==> src/rtl/serial_addsub_unit.sv <==
// serial_addsub_unit: digit-serial adder/subtractor.
// Operands are consumed DIGIT bits per clock, LSB first, through a registered
// carry. Sum, carry/no-borrow, signed overflow and zero are reported through a
// start/busy/done handshake. Result outputs hold between operations.
module serial_addsub_unit #(
  parameter int WIDTH = 8,
  parameter int DIGIT = 1
) (
  input  logic             clk,
  input  logic             rst,
  input  logic             start,
  input  logic             sub,
  input  logic [WIDTH-1:0] a,
  input  logic [WIDTH-1:0] b,
  output logic             busy,
  output logic             done,
  output logic [WIDTH-1:0] sum,
  output logic             cout,
  output logic             ovf,
  output logic             zero
);

  localparam int N  = WIDTH / DIGIT;
  localparam int CW = (N > 1) ? $clog2(N) : 1;

  typedef enum logic [1:0] {
    ST_IDLE,
    ST_RUN,
    ST_DONE
  } state_t;

  state_t           state;
  logic [WIDTH-1:0] a_sh;
  logic [WIDTH-1:0] b_sh;
  logic [WIDTH-1:0] part;
  logic             carry;
  logic [CW-1:0]    cnt;

  logic [DIGIT:0]   digit_sum;
  logic [WIDTH-1:0] digit_wide;
  logic [WIDTH-1:0] part_next;
  logic             msb_cin;
  logic             last_digit;

  // One digit of the carry chain plus the partial result it would produce.
  // The current digit's sum enters the partial result from the MSB side, so
  // after N digits the full result is aligned at bit 0.
  always_comb begin
    digit_sum  = {1'b0, a_sh[DIGIT-1:0]} + {1'b0, b_sh[DIGIT-1:0]}
               + {{DIGIT{1'b0}}, carry};
    digit_wide = '0;
    digit_wide[DIGIT-1:0] = digit_sum[DIGIT-1:0];
    part_next  = (part >> DIGIT) | (digit_wide << (WIDTH - DIGIT));
    // Carry into the MSB recovered from the MSB's sum bit and its operands.
    msb_cin    = digit_sum[DIGIT-1] ^ a_sh[DIGIT-1] ^ b_sh[DIGIT-1];
    last_digit = (cnt == CW'(N - 1));
  end

  // Control FSM, operand shifters and registered result outputs.
  always_ff @(posedge clk) begin
    if (rst) begin
      state <= ST_IDLE;
      a_sh  <= '0;
      b_sh  <= '0;
      part  <= '0;
      carry <= 1'b0;
      cnt   <= '0;
      busy  <= 1'b0;
      done  <= 1'b0;
      sum   <= '0;
      cout  <= 1'b0;
      ovf   <= 1'b0;
      zero  <= 1'b1;
    end else begin
      case (state)
        ST_IDLE: begin
          done <= 1'b0;
          busy <= 1'b0;
          if (start) begin
            a_sh  <= a;
            b_sh  <= sub ? ~b : b;
            carry <= sub;
            cnt   <= '0;
            part  <= '0;
            busy  <= 1'b1;
            state <= ST_RUN;
          end
        end
        ST_RUN: begin
          carry <= digit_sum[DIGIT];
          part  <= part_next;
          a_sh  <= a_sh >> DIGIT;
          b_sh  <= b_sh >> DIGIT;
          cnt   <= cnt + CW'(1);
          if (last_digit) begin
            // Result registers load on the same edge that enters DONE.
            sum   <= part_next;
            cout  <= digit_sum[DIGIT];
            ovf   <= digit_sum[DIGIT] ^ msb_cin;
            zero  <= (part_next == '0);
            done  <= 1'b1;
            state <= ST_DONE;
          end
        end
        ST_DONE: begin
          done  <= 1'b0;
          busy  <= 1'b0;
          state <= ST_IDLE;
        end
        default: begin
          done  <= 1'b0;
          busy  <= 1'b0;
          state <= ST_IDLE;
        end
      endcase
    end
  end

endmodule

==> config.mk <==
export PLATFORM = sky130hd
export DESIGN_NAME = serial_addsub_unit
export DESIGN_NICKNAME = d
export VERILOG_FILES = /design/src/rtl/serial_addsub_unit.sv
export SDC_FILE = /design/constraint.sdc
export NUM_CORES = 1
export LEC_CHECK = 0
export CAP_MARGIN = 20
export CELL_PAD_IN_SITES_DETAIL_PLACEMENT = 2
export CELL_PAD_IN_SITES_GLOBAL_PLACEMENT = 2
export CORE_MARGIN = 2
export CORE_UTILIZATION = 28
export CTS_BUF_LIST = sky130_fd_sc_hd__clkbuf_8 sky130_fd_sc_hd__clkbuf_16
export DETAILED_ROUTE_END_ITERATION = 10
export PLACE_DENSITY_LB_ADDON = 0.3
export SYNTH_ARGS = -nofsm -noshare
export SYNTH_HDL_FRONTEND = slang
export SYNTH_SLANG_ARGS = --single-unit
==> constraint.sdc <==
create_clock -name clk -period 1.7 [get_ports clk]
set_clock_uncertainty 0.15 [all_clocks]
set_input_delay 0.51 -clock clk [delete_from_list [all_inputs] [get_ports clk]]
set_output_delay 0.51 -clock clk [all_outputs]
set_load 0.03 [all_outputs]
==> impl_metrics.py, run 1 <==
metrics = {
    "floorplan": {
        "initial_core_util": 0.286,
        "coreArea_sq_um": 6280,
        "die-height_microns": 84.1,
        "rows": 29,
        "fp.dieW_microns": 84.1,
        "io_pins": 33,
        "dieArea_sq_um": 7070,
    },
    "worst_setup_path": {
        "critPathMaxStageDelay_ns": 0.36,
        "worstSetupPathType": "register to output pin",
        "path_cells": "clkdlybuf4s15_1",
        "required_ns": 1.04,
        "cp_slowest_cell": "clkdlybuf4s15_1",
        "critPathCaptureType": "output pin",
        "critPathMaxFanout": 2,
        "path_delay_family": "buffers and inverters",
        "worstPathArrival_ns": 0.99,
        "crit_path_start_kind": "register",
        "critPathBufInv": 1,
    },
    "synth": {
        "synth_cells": 186,
        "async_flop_share": 0,
        "avgSynthCellArea_sq_um": 9.65,
        "synth_nets": 209,
        "yosysSeqAreaShare": 0.468,
        "synth_flop_cell": "dfxtp_1",
        "ys_types": 41,
        "ys_warn_count": 0,
        "ys_seq_elements": 42,
        "synth-edff-count": 0,
        "netlist_area_sq_um": 1800,
    },
    "final_layout": {
        "design_area_sq_um": 2450,
        "drive_gt1_frac": 0.247,
        "final_common_cell": "dfxtp_1",
        "area_delta_synth_final_pct": 36.3,
        "diodes": 0,
        "final_cell_mix": "dfxtp_1 (42), nand2_1 (25), buf_4 (23), clkdlybuf4s50_1 (18), a21oi_1 (16)",
        "fin_nets": 261,
        "fin_cells": 316,
    },
    "clock_tree": {
        "post_cts_buffers": 0,
        "htree_levels": 2,
        "cts_made_buffers": 5,
        "cts_resized": 17,
        "clock_latency_ns": 0.30,
        "root_buffer": "clkbuf_8",
        "cts_hold_buf": 0,
        "clkTransAtPathRegs_ns": 0.09,
        "cts_tree": "done",
        "clockBufferDepth": 2,
        "cts_sinks": 42,
    },
    "placement": {
        "dpl_cell_area_sq_um": 2360,
        "gp_congestion": 0.723,
        "port_buffers": 32,
        "post-place-cells": 308,
        "place_hpwl_mm": 3.59,
    },
    "min_path": {
        "hold_class": "register to register",
    },
    "global_routing": {
        "grt_usage": 0.149,
        "antenna_found_initial": 0,
        "grt_overflow": 0,
        "grt_pass1_wl_mm": 8.34,
        "first_global_vias": 1649,
        "grt_start_max_net_pins": 16,
    },
    "routing": {
        "first_pass_iters": 4,
        "drtIter0Drc": 47,
        "post_drt_wl_per_cell_microns": 15.2,
        "vias_per_cell": 4.84,
        "vias": 1528,
        "ant_nets": 0,
        "wl_mm": 4.80,
        "drc": 0,
    },
    "timing": {
        "hold_viol": 0,
        "report.final.slew_viol_count": 0,
        "worst_pin_slew_ns": 0.388,
        "finalCriticalPeriod_ns": 1.65,
        "finalSetupViolations": 0,
        "slew_headroom": 0.741,
        "final.setup.tns_ns": 0,
        "fin_crit_sh": 0.971,
        "clock.fmax_ghz": 0.606,
        "whs_ns": 0.313,
        "rsz0062_at_grt": "false",
    },
    "power": {
        "ir_drop_v": 0.000346,
        "power_mw": 2.15,
        "p_per_area_nw_per_um2": 877,
        "leakage_nw": 0.955,
    },
    "outcome": {
        "status": "completed",
    },
    "run": {
        "max_cap_viol_count": 0,
    },
}
==> sequential cells by signal, indices dropped and copies added, names as in the netlist <==
| register | flops |
|---|---|
| busy | 1 |
| a_sh | 8 |
| carry | 1 |
| b_sh | 8 |
| ovf | 1 |
| sum | 8 |
| part | 7 |
| done | 1 |
| cout | 1 |
| state | 2 |
| cnt | 3 |
| zero | 1 |
==> cells in the mapped netlist (all sizes together) (2+ instances only) <==
cell	count	area (sq um)
dfxtp	42	841
nand2	25	93.8
a21oi	16	80.1
nor2	14	62.6
a22o	12	105
xnor2	11	96.3
buf	10	72.6
a22oi	6	45.0
nand2b	5	38.8
o21ai	5	25.0
and2	4	25.0
o22ai	4	25.0
a221o	3	30.0
inv	3	11.3
ha	2	25.0
nor3	2	10.0
nor4	2	12.5
o221a	2	22.5
or3b	2	17.5
==> power by group <==
part           total (mW)  switching (mW)  internal [mW]
logic               0.384           0.173          0.211
registers            1.07          0.0355           1.03
clock network       0.697           0.370          0.327
==> cell type report <==
class / instances / area [sq um]
tap: 77 / 96.3
fill: 698 / 3830
clock inverter: 2 / 12.5
timing repair buffer: 56 / 509
clock buffer: 6 / 82.6
multi-input combinational: 130 / 895
sequential: 42 / 841
inverter: 3 / 11.3
==> final timing paths <==
| path | startpoint | depth (start not counted) | slack (ns) | end |
|---|---|---|---|---|
| max reg2reg | a_sh[0]$_SDFFE_PP0P_ | 4 | 0.09 | ovf$_SDFFE_PP0P_ |
| min | sum[0]$_SDFFE_PP0P_ | 2 | 0.31 | sum[0]$_SDFFE_PP0P_ |
| max | sum[7]$_SDFFE_PP0P_ | 1 | 0.05 | sum[7] |
| min reg2reg | sum[0]$_SDFFE_PP0P_ | 2 | 0.31 | sum[0]$_SDFFE_PP0P_ |
==> metrics by stage <==
stage,worst slack (ns),util
floorplan,0.115,-
finish,0.0489,0.390
global placement,-0.371,0.375
global route,0.000512,0.390
detailed placement,-0.401,0.375
CTS,0.00154,0.390
==> cells by family (layout without fill, tap and decap cells) <==
logic type	after synthesis	count (layout)	share of synthesized area
AOI/OAI and AO/OA	55	55	0.219
xor gates and xnor gates	11	11	0.0537
adders and majority gates	3	3	0.0251
buffers and inverters	14	67	0.0488
DFF	42	42	0.468
muxes	1	1	0.00558
and+or+nand+nor	60	60	0.180
==> per-layer routing <==
metal / up-vias / part of all wire / track usage / wire length, microns
li1: 762 / - / - / -
met1: 736 / 0.47 / 0.190 / 2270
met2: 24 / 0.48 / 0.248 / 2320
met3: 6 / 0.030 / 0.0356 / 143
met4: 0 / 0.015 / 0.0484 / 72
met5: - / 0 / 0 / 0
(Power assumes the default switching activity.)
==> run 2: changes to the inputs <==
- SLEW_MARGIN: unset -> 20
==> results of run 2 <==
Same layout as run 1: the final DEF is identical, and so are final timing and power.
